**config.mk**
```make
export PLATFORM = sky130hd
export DESIGN_NAME = dmem_arbiter
export DESIGN_NICKNAME = d
export VERILOG_FILES = /design/src/rtl/dmem_arb_pkg.sv /design/src/rtl/dmem_arb_pick.sv /design/src/rtl/dmem_arbiter.sv
export SDC_FILE = /design/constraint.sdc
export NUM_CORES = 1
export LEC_CHECK = 0
export CAP_MARGIN = 0
export CORE_MARGIN = 2
export CORE_UTILIZATION = 41
export DETAILED_ROUTE_END_ITERATION = 10
export PLACE_DENSITY = 0.86
export SLEW_MARGIN = 20
export SYNTH_ARGS = -nofsm -noshare
export SYNTH_HDL_FRONTEND = slang
export SYNTH_SLANG_ARGS = --single-unit
```
**constraint.sdc**
```tcl
create_clock -name clk -period 1.7 [get_ports clk]
set_input_delay 0.255 -clock clk [delete_from_list [all_inputs] [get_ports clk]]
set_output_delay 0.255 -clock clk [all_outputs]
set_load 0.1 [all_outputs]
```
**src/rtl/dmem_arb_pkg.sv**
```systemverilog
// Shared definitions for the data-memory arbiter: FSM state encoding and port ids.
// Optional feature macro used by this block: DMEM_ARB_RR_EN (round-robin tie breaking).
package dmem_arb_pkg;

  typedef enum logic [1:0] {
    ST_IDLE   = 2'd0,
    ST_ACCESS = 2'd1,
    ST_RESP   = 2'd2
  } state_e;

  localparam logic PORT_CPU = 1'b0;
  localparam logic PORT_DBG = 1'b1;

endpackage

```
**src/rtl/dmem_arb_pick.sv**
```systemverilog
// Combinational winner select for the two memory requesters.
// DMEM_ARB_RR_EN: ties alternate using last_grant; otherwise port 0 always wins ties.
module dmem_arb_pick
  import dmem_arb_pkg::*;
(
  input  logic req0,
  input  logic req1,
`ifdef DMEM_ARB_RR_EN
  input  logic last_grant,
`endif
  output logic any_req,
  output logic win
);

  always_comb begin
    any_req = req0 | req1;
`ifdef DMEM_ARB_RR_EN
    if (req0 && req1) begin
      win = ~last_grant;
    end else if (req1) begin
      win = PORT_DBG;
    end else begin
      win = PORT_CPU;
    end
`else
    win = (req1 && !req0) ? PORT_DBG : PORT_CPU;
`endif
  end

endmodule

```
**src/rtl/dmem_arbiter.sv**
```systemverilog
// Two-port arbiter and access sequencer (IDLE -> ACCESS -> RESP) for a single-cycle data memory.
// DMEM_ARB_RR_EN selects round-robin tie breaking; default build uses fixed priority to port 0.
module dmem_arbiter
  import dmem_arb_pkg::*;
#(
  parameter int DW    = 32,
  parameter int AW    = 32,
  parameter int DEPTH = 256
) (
  input  logic          clk,
  input  logic          rst_n,
  input  logic          req0,
  input  logic          req1,
  input  logic          we0,
  input  logic          we1,
  input  logic [AW-1:0] addr0,
  input  logic [AW-1:0] addr1,
  input  logic [DW-1:0] wdata0,
  input  logic [DW-1:0] wdata1,
  output logic          ack0,
  output logic          ack1,
  output logic [DW-1:0] rdata0,
  output logic [DW-1:0] rdata1,
  output logic          err0,
  output logic          err1,
  output logic [AW-1:0] mem_a,
  output logic [DW-1:0] mem_wd,
  output logic          mem_we,
  input  logic [DW-1:0] mem_rd,
  output logic          busy,
  output logic          grant_id
);

  // One extra bit so DEPTH == 2**AW still compares correctly.
  localparam logic [AW:0] DEPTH_W = (AW+1)'(DEPTH);

  state_e          state;
  logic            acc_we;
  logic            any_req;
  logic            win;
  logic            sel_we;
  logic [AW-1:0]   sel_addr;
  logic [DW-1:0]   sel_wd;
  logic            sel_in_range;
  logic            acc_in_range;
  logic [DW-1:0]   cap_data;
`ifdef DMEM_ARB_RR_EN
  logic            last_grant;
`endif

  dmem_arb_pick u_pick (
    .req0       (req0),
    .req1       (req1),
`ifdef DMEM_ARB_RR_EN
    .last_grant (last_grant),
`endif
    .any_req    (any_req),
    .win        (win)
  );

  always_comb begin
    sel_we   = we0;
    sel_addr = addr0;
    sel_wd   = wdata0;
    if (win == PORT_DBG) begin
      sel_we   = we1;
      sel_addr = addr1;
      sel_wd   = wdata1;
    end
  end

  assign sel_in_range = ({1'b0, sel_addr} < DEPTH_W);
  assign acc_in_range = ({1'b0, mem_a} < DEPTH_W);
  // Writes and out-of-range accesses return zero rather than whatever mem_rd shows.
  assign cap_data     = (acc_we || !acc_in_range) ? '0 : mem_rd;
  assign busy         = (state != ST_IDLE);

  always_ff @(posedge clk or negedge rst_n) begin
    if (!rst_n) begin
      state      <= ST_IDLE;
      acc_we     <= 1'b0;
      mem_a      <= '0;
      mem_wd     <= '0;
      mem_we     <= 1'b0;
      grant_id   <= 1'b0;
      ack0       <= 1'b0;
      ack1       <= 1'b0;
      err0       <= 1'b0;
      err1       <= 1'b0;
      rdata0     <= '0;
      rdata1     <= '0;
`ifdef DMEM_ARB_RR_EN
      last_grant <= 1'b1;
`endif
    end else begin
      ack0 <= 1'b0;
      ack1 <= 1'b0;
      err0 <= 1'b0;
      err1 <= 1'b0;
      case (state)
        ST_IDLE: begin
          if (any_req) begin
            state    <= ST_ACCESS;
            grant_id <= win;
            mem_a    <= sel_addr;
            mem_wd   <= sel_wd;
            acc_we   <= sel_we;
            mem_we   <= sel_we & sel_in_range;
`ifdef DMEM_ARB_RR_EN
            last_grant <= win;
`endif
          end
        end
        ST_ACCESS: begin
          if (grant_id == PORT_DBG) begin
            ack1   <= 1'b1;
            err1   <= ~acc_in_range;
            rdata1 <= cap_data;
          end else begin
            ack0   <= 1'b1;
            err0   <= ~acc_in_range;
            rdata0 <= cap_data;
          end
          mem_we <= 1'b0;
          state  <= ST_RESP;
        end
        ST_RESP: begin
          state <= ST_IDLE;
        end
        default: begin
          state <= ST_IDLE;
        end
      endcase
    end
  end

endmodule

```
==> impl_metrics.tcl, run 1 <==
set metrics [dict create \
    regToRegStartpoint "mem_a[19]" \
    critical_path.top_delay_family "simple AND/OR/NAND/NOR gates" \
    die_height_um 127 \
    synth_cells 583 \
    final_max_slew_viol_count 0 \
    clk_latency_ns 0.43 \
    core_um2 15000 \
    required_ns 2.02 \
    grtUsageTotal_pct 32.1 \
    placed_area_um2 11200 \
    p_leak_nw 5.48 \
    fmax_mhz 534 \
    relSlewSlack_pct 64.1 \
    die_w_um 127 \
    yosys.area_share.simple_pct 14.5 \
    p_per_area_nw_per_um2 1920 \
    start_util_pct 41.4 \
    r2r_cells 5 \
    finalNetCount 1077 \
    dr.pass1.iters 7 \
    clock_tree.root_cell "clkbuf_16" \
    drc 0 \
    synth_compound_area_share_pct 16.3 \
    violations "negative setup slack" \
    p_total_mw 23.9 \
    dieArea_um2 16200 \
    path_max_fanout 8 \
    finalHoldViolations 0 \
    slowest_delay_ns 0.50 \
    antenna_found_initial 2 \
    vias 6409 \
    crit_type "register to register" \
    ctsHtreeMaxLevel 4 \
    final-setup-viol-count 66 \
    synth-xor-area-share_pct 0 \
    numCtsBuffers 17 \
    syn_avg_cell_area_um2 10.7 \
    fill_cells 663 \
    period_minus_slack_ns 1.87 \
    grt_pass1_vias 6790 \
    fin_ws_ns -0.171 \
    worstSetupStartpointType "register" \
    routed_via_density 5.75 \
    ys.warnings.count 0 \
    drt_iter0_drc 563 \
    yosysSeqAreaShare_pct 55.1 \
    grt_first_pass_wirelength_um 38700 \
    synth_top_family_by_area "compound AO/OA/AOI/OAI gates" \
    synthAdderAreaFrac_pct 0 \
    layout-drive-gt1-share_pct 35.1 \
    place_inst 1067 \
    place.gp.congestion 0.901 \
    pin_count 301 \
    end_kind "register" \
    hold_path_class "primary input to asynchronous set/reset pin" \
    area_growth_pct 101 \
    ir_worst_vdd_v 0.00211 \
    drv_cap 0 \
    clkTransAtPathRegs_ns 0.07 \
    portBuffers 300 \
    rows 45 \
    rr_endpoint "rdata1[30]" \
    synth_seq_cells 137 \
    cts_tree "yes" \
    clkSinkCount 137 \
    r2r_slack_ns -0.17 \
    final-instance-count-excl-fill 1114 \
    worst_slew_pin_slew_ns 0.533 \
    cts_buffer_depth 2 \
    fin_crit_sh_pct 110 \
    dpl.hpwl_um 17400 \
    postLayoutCellArea_um2 12500 \
    status "complete, but fails checks" \
    drt-total-wl_um 27900 \
    antenna_left 0 \
    cp.buffers_inverters 1 \
    skew_ns 0.0108 \
    synth_area_um2 6230 \
    synth_cell_types 29 \
    critPathArrivalTime_ns 2.19 \
    synth.net_count 749 \
    wl_per_cell_um 25.1 \
    grt_setup_unrepaired "yes" \
    overflow 0 \
    muxShareOfSynthArea_pct 10.3 \
    path_cells "nor4_4 -> and4_4 -> nand3_4 -> bufbuf_16 -> o31ai_2" \
    cpMaxStageDelayCell "dfrtp_4" \
    finalSetupTns_ns -7.42 \
    grt_max_degree 66 \
]
[worst max path at each step]
stage	from	to	slack, ns	cells past startpoint
finish	mem_a[19]	rdata1[30]	-0.17	5
global route	mem_a[14]	rdata1[30]	-0.23	5
CTS	mem_a[19]	rdata1[10]	-0.12	5
detailed placement	addr1[10]	mem_we	-0.32	5
global placement	addr1[10]	mem_we	-0.24	5
floorplan	mem_a[11]	rdata1[10]	-0.03	6
[area by class of cell]
cell class	count	area [µm²]	area share, %
Clock buffer	20	457	3.66
Inverter	4	15.0	0.120
Clock inverter	12	149	1.19
Tap cell	188	235	1.88
Multi-Input combinational cell	396	3060	24.5
Sequential cell	137	3480	27.9
Timing Repair Buffer	355	5090	40.8
Antenna cell	2	5.00	0.0401
[per-layer routing]
layer | up-vias | share of wire, % | GRT usage (%)
met5 | - | 0 | 0
met3 | 111 | 9.1 | 11.3
li1 | 2727 | - | -
met1 | 3165 | 32 | 32.8
met4 | 0 | 6.1 | 18.2
met2 | 406 | 53 | 57.2
[cell families after synthesis]
group | count (synthesis)
simple gates | 195
compound gates | 137
flops | 137
mux | 64
buf+inv | 50
[power by group]
part           internal, mW  leakage [nW]  switching, mW  total [mW]
logic                  4.97          3.43           9.65        14.6
registers              4.25          1.77           1.18        5.43
clock network          2.37         0.288           1.49        3.87
total                  11.6          5.48           12.3        23.9
[what timing repair did]
| action | CTS | global route |
|---|---|---|
| gates cloned | 4 | 2 |
| pin swaps | 2 | 8 |
| endpoints found under the hold margin | 30 | 0 |
| gates resized for setup | 33 | 44 |
| setup buffers | 3 | 4 |
| hold buffers | 1 | 0 |
| endpoints found under the setup margin | 66 | 66 |
[cells in the mapped netlist, drive strengths merged]
library cell  number  area [µm²]
a21oi              2        10.0
a31oi              2        12.5
a32o               1        11.3
and2               2        12.5
and4               1        8.76
buf               19         124
clkbuf            27         101
dfrtp            137        3430
inv                4        15.0
mux2i             64         641
nand2            130         488
nand2b            34         213
nand3              1        5.00
nand3b             1        7.51
nand4              2        12.5
nor2               1        6.26
nor2b              4        25.0
nor3               1        5.00
nor4              13        81.3
nor4b              2        17.5
o21ai             67         335
o22ai              1        12.5
o31ai             64         631
or4                3        22.5
[stage by stage]
stage	setup slack, ns	utilization, %	hold WS, ns
3_5_place_dp	-0.324	74.3	0.177
3_3_place_gp	-0.244	74.3	0.174
2_1_floorplan	-0.0282	-	-0.0406
5_1_grt	-0.226	83.1	0.323
4_1_cts	-0.117	80.5	0.295
6_report	-0.171	83.1	0.300
[sequential cells by signal, indices dropped and copies added, names as in the netlist]
signal,count
rdata0,32
ack0,1
acc_we,1
mem_a,32
state,2
grant_id,1
rdata1,32
err0,1
mem_wd,32
mem_we,1
ack1,1
err1,1
[layout by cell type, fill, tap and decap left out, drive strengths merged, types with 5 or more instances in the layout]
cell type      synthesis  layout
mux2i                 64      64
o21ai                 67      67
clkdlybuf4s50          0     164
nand2b                34      34
nand2                130     130
clkbuf                27      22
o31ai                 64      64
nor4                  13      13
clkinv                 0       5
buf                   19     187
dfrtp                137     137
Note: power is estimated with default switching activity, not from simulation.
==> run 2: changes to the inputs <==
--- a/constraint.sdc
+++ b/constraint.sdc
@@ -3,2 +3,2 @@
 set_output_delay 0.255 -clock clk [all_outputs]
-set_load 0.1 [all_outputs]
+set_load 0.01 [all_outputs]
==> run 2 against run 1 <==
Effect of this change: register-to-register slack better by 0.19 ns; maximum frequency is 11% higher; largest cell class unchanged; first-iteration DRC count is 55% lower; worst hold slack better by 0.0085 ns; largest power group unchanged; clock-buffer cell count is 1 lower; global-route usage is 8.7 points lower; design area is 16% lower; the flow now finishes without violations.
==> impl_metrics.tcl, run 2 (synthesis results as in run 1) <==
set metrics [dict create \
    routed_via_density 5.11 \
    die_w_um 127 \
    layout_common_cells "290 x clkdlybuf4s50_1, 137 x dfrtp_1, 129 x nand2_1" \
    p_sw_share_pct 33.5 \
    p_comb_share_pct 40.9 \
    dieArea_um2 16200 \
    fmax_mhz 594 \
    grtUsageTotal_pct 23.5 \
    skew_ns 0.00711 \
    dpl.hpwl_um 14300 \
    relSlewSlack_pct 68.8 \
    vias 5624 \
    fin_crit_sh_pct 99.1 \
    drv_cap 0 \
    core_um2 15000 \
    final_common_cell "clkdlybuf4s50_1" \
    final_max_slew_viol_count 0 \
    portBuffers 300 \
    rr_endpoint "rdata0[21]" \
    numCtsBuffers 17 \
    grt_first_pass_wirelength_um 29700 \
    area_growth_pct 67.7 \
    slowest_delay_ns 0.39 \
    clock_tree.root_cell "clkbuf_16" \
    period_minus_slack_ns 1.68 \
    whs_ns 0.309 \
    path_cells "nor4_1 -> and4_4 -> nand3_4 -> buf_12 -> o31ai_2" \
    clk_latency_ns 0.41 \
    ir_worst_vdd_v 0.000852 \
    crit_type "register to register" \
    start_util_pct 41.4 \
    antenna_found_initial 0 \
    final-setup-viol-count 0 \
    ctsHtreeMaxLevel 4 \
    rows 45 \
    r2r_cells 5 \
    p_int_mw 9.62 \
    clockPowerShare_pct 26.6 \
    critical_path.top_delay_family "simple AND/OR/NAND/NOR gates" \
    cts_setup_buffers 0 \
    clkSinkCount 137 \
    die_height_um 127 \
    overflow 0 \
    drt-total-wl_um 18900 \
    dr.pass1.iters 4 \
    drt_iter0_drc 252 \
    p_leak_nw 4.68 \
    wl_per_cell_um 17.2 \
    cts_buffer_depth 2 \
    diodes 0 \
    grt_max_degree 66 \
    place.gp.congestion 0.817 \
    fill_cells 1082 \
    clkTransAtPathRegs_ns 0.06 \
    worstSetupStartpointType "register" \
    drc 0 \
    p_switching_mw 4.84 \
    worst_slew_pin_slew_ns 0.463 \
    critPathArrivalTime_ns 1.99 \
    required_ns 2.01 \
    cts_tree "yes" \
    grt_pass1_vias 5751 \
    finalNetCount 1066 \
    r2r_slack_ns 0.02 \
    hold_path_class "primary input to asynchronous set/reset pin" \
    cp.buffers_inverters 1 \
    layout-drive-gt1-share_pct 13.4 \
    seq_power_share_pct 32.5 \
    grt_setup_unrepaired "yes" \
    finalSetupTns_ns 0 \
    regToRegStartpoint "mem_a[31]" \
    cpMaxStageDelayCell "dfrtp_1" \
    finalHoldViolations 0 \
    antenna_left 0 \
    path_max_fanout 39 \
    pin_count 301 \
    status "finished, final reports clean" \
    p_per_area_nw_per_um2 1380 \
    end_kind "register" \
]
==> run 2: changes by cell type in the layout (fill, tap and decap cells not counted), sizes merged, moves of 2 or more <==
cell	before	now
buf	187	44
clkbuf	22	19
clkdlybuf4s50	164	290
diode	2	0
dlygate4sd2	0	5
dlymetal6s2s	0	4
==> run 2: through the flow <==
| stage | utilization (%) | power [mW] | instance area, µm² | std cells | setup slack [ns] |
|---|---|---|---|---|---|
| after floorplan | - | 7.21 | 6230 | 583 | 0.134 |
| after global placement | 64.9 | 10.5 | 9750 | 1068 | -0.292 |
| after detailed placement | 64.9 | 10.7 | 9750 | 1068 | -0.283 |
| after CTS | 69.1 | 14.6 | 10400 | 1100 | -0.00428 |
| after global routing | 69.4 | 15.3 | 10400 | 1100 | -0.0917 |
| final | 69.4 | 14.5 | 10400 | 1100 | 0.0160 |
==> run 2: cell type report <==
class | count | area [µm²] | share of cell area (%)
sequential | 137 | 3430 | 32.8
clock buffer | 19 | 443 | 4.24
tap | 188 | 235 | 2.25
inverter | 4 | 15.0 | 0.144
multi-input combinational | 396 | 2650 | 25.4
timing repair buffer | 344 | 3490 | 33.4
clock inverter | 12 | 175 | 1.68
==> run 2: worst max path at each step <==
stage                     startpoint    endpoint  cells past startpoint  slack [ns]
after global routing       mem_a[19]  rdata0[21]                      5       -0.09
after detailed placement   addr1[10]      mem_we                      5       -0.28
after global placement     addr1[10]      mem_we                      5       -0.29
final                      mem_a[31]  rdata0[21]                      5        0.02
after CTS                  mem_a[31]  rdata0[21]                      5      -0.004
after floorplan            mem_a[13]  rdata0[23]                      6        0.13
==> run 2: power by group through the flow <==
stage	Combinational [mW]	Sequential, mW	Clock, mW
3_5_place_dp	5.97	4.73	0
4_1_cts	5.97	4.71	3.92
2_1_floorplan	2.12	5.09	0
6_report	5.91	4.70	3.85
3_3_place_gp	5.85	4.70	0
5_1_grt	6.40	4.82	4.09
==> run 2: routing by layer <==
metal	share of wire [%]	vias to the layer above	track usage [%]
met1	39	2695	27.1
li1	-	2687	-
met4	2.4	0	9.57
met5	0	-	0
met2	52	212	40.8
met3	6.9	30	7.08
==> run 2: what timing repair did <==
action / CTS / global route
gates resized for setup: 10 / 11
setup endpoints to repair: 26 / 68
pin swaps: 1 / 0
hold buffers: 1 / 0
cloned: 0 / 0
hold endpoints to repair: 30 / 0
==> run 3: changes to the inputs <==
Settings changed: CORE_ASPECT_RATIO set to 1.2.
==> run 3 against run 2 <==
Effect of this change: final cell count up 2.3%; clock skew up 0.0024 ns; flip-flop and latch count unchanged; non-clock buffer count up 6; critical path type unchanged.
==> impl_metrics.tcl, run 3 (synthesis results as in run 1) <==
set metrics [dict create \
    status "finished, final reports clean" \
    p_per_area_nw_per_um2 1410 \
    rows 49 \
    end_kind "register" \
    finalHoldViolations 0 \
    pin_count 301 \
    routed_via_density 5.07 \
    clock_tree.root_cell "clkbuf_16" \
    critPathArrivalTime_ns 1.98 \
    antenna_found_initial 3 \
    portBuffers 300 \
    placed_area_um2 9840 \
    clkSinkCount 137 \
    fmax_mhz 592 \
    drt_iter0_drc 331 \
    regToRegStartpoint "mem_a[14]" \
    die_height_um 139 \
    dpl.hpwl_um 15300 \
    relSlewSlack_pct 67.2 \
    grtUsageTotal_pct 25.3 \
    postLayoutCellArea_um2 10700 \
    drv_cap 0 \
    slowest_delay_ns 0.42 \
    cpMaxStageDelayCell "dfrtp_1" \
    r2r_cells 5 \
    final_max_slew_viol_count 0 \
    grt_setup_unrepaired "yes" \
    numCtsBuffers 17 \
    p_leak_nw 4.77 \
    p_switching_mw 5.05 \
    start_util_pct 41.8 \
    clk_latency_ns 0.40 \
    path_cells "nor4_2 -> and4_4 -> nand3_4 -> buf_4 -> o31ai_1" \
    layout-drive-gt1-share_pct 14.9 \
    final_common_cell "clkdlybuf4s50_1" \
    p_sw_share_pct 33.7 \
    worst_slew_pin_slew_ns 0.493 \
    cts_setup_buffers 0 \
    fin_crit_sh_pct 99.4 \
    antenna_left 0 \
    wl_per_cell_um 18.0 \
    worstSetupStartpointType "register" \
    p_int_mw 9.95 \
    cts_tree "yes" \
    clockPowerShare_pct 28.1 \
    die_w_um 116 \
    cp-startpoint "mem_a[14]" \
    seq_power_share_pct 31.8 \
    vias 5700 \
    crit_type "register to register" \
    p_comb_share_pct 40.1 \
    place.gp.congestion 0.839 \
    required_ns 2.00 \
    grt_max_degree 66 \
    drt-total-wl_um 20300 \
    finalNetCount 1072 \
    hold_path_class "primary input to asynchronous set/reset pin" \
    rr_endpoint "rdata0[10]" \
    cts_buffer_depth 2 \
    period_minus_slack_ns 1.69 \
    dr.pass1.iters 5 \
    core_um2 14900 \
    final-setup-viol-count 0 \
    finalSetupTns_ns 0 \
    skew_ns 0.00952 \
    area_growth_pct 71.3 \
    crit_end "rdata0[10]" \
    layout_common_cells "289 x clkdlybuf4s50_1, 137 x dfrtp_1, 129 x nand2_1" \
    path_max_fanout 10 \
    r2r_slack_ns 0.01 \
    grt_pass1_vias 5931 \
    overflow 0 \
    ctsHtreeMaxLevel 4 \
    clkTransAtPathRegs_ns 0.06 \
    drc 0 \
    grt_first_pass_wirelength_um 31500 \
    dieArea_um2 16200 \
    ir_worst_vdd_v 0.000926 \
]
==> run 3: cell type report <==
class | count | area, µm²
diodes | 2 | 5.00
clock buffers | 18 | 429
clock inverters | 14 | 244
fillers | 1083 | 4240
inverters | 4 | 15.0
multi-input cells | 396 | 2730
flip-flops and latches | 137 | 3430
well taps | 204 | 255
repair buffers | 350 | 3560
==> run 3: timing repair <==
action,in CTS,in global routing
gates cloned,0,0
hold buffers,1,0
setup endpoints to repair,18,68
pin swaps,1,3
resized for setup,14,19
endpoints found under the hold margin,44,0
==> run 3: how the worst min path moves through the flow <==
| stage | slack [ns] | start | endpoint |
|---|---|---|---|
| floorplan | -0.04 | rst_n | acc_we |
| global placement | 0.24 | rst_n | rdata1[20] |
| detailed placement | 0.24 | rst_n | rdata1[3] |
| CTS | 0.39 | rst_n | rdata1[3] |
| global route | 0.39 | rst_n | rdata1[3] |
| finish | 0.38 | rst_n | rdata1[31] |
==> run 3: worst max-delay path, delay by kind of cell, from the launching register on <==
kind / cells / cell delay [ns]
buffers and inverters: 1 / 0.20
and+or+nand+nor: 3 / 0.70
AOI/OAI and AO/OA: 1 / 0.26
DFF: 1 / 0.42
==> run 3: stage by stage <==
step | setup WS [ns] | utilization (%) | cells | power (mW) | hold slack [ns]
3_3_place_gp | -0.234 | 66.0 | 1090 | 10.6 | 0.239
3_5_place_dp | -0.313 | 66.0 | 1090 | 10.8 | 0.237
2_1_floorplan | 0.134 | - | 583 | 7.21 | -0.0406
4_1_cts | 0.0000970 | 70.9 | 1123 | 15.1 | 0.385
6_report | 0.0107 | 71.6 | 1125 | 15.0 | 0.378
5_1_grt | -0.0518 | 71.6 | 1124 | 15.8 | 0.394
==> run 3: power by group through the flow <==
stage / combinational (mW) / sequential, mW / clock (mW)
final: 6.02 / 4.77 / 4.22
after global routing: 6.52 / 4.87 / 4.44
after CTS: 6.04 / 4.76 / 4.30
after detailed placement: 6.04 / 4.76 / 0
after global placement: 5.90 / 4.73 / 0
after floorplan: 2.12 / 5.09 / 0
==> run 3: layer usage <==
metal | track usage, % | share of wire, % | vias up
met5 | 0 | 0.064 | -
met1 | 28.7 | 38 | 2737
li1 | - | - | 2704
met4 | 8.46 | 2.4 | 2
met2 | 43.8 | 52 | 229
met3 | 8.78 | 8.3 | 28
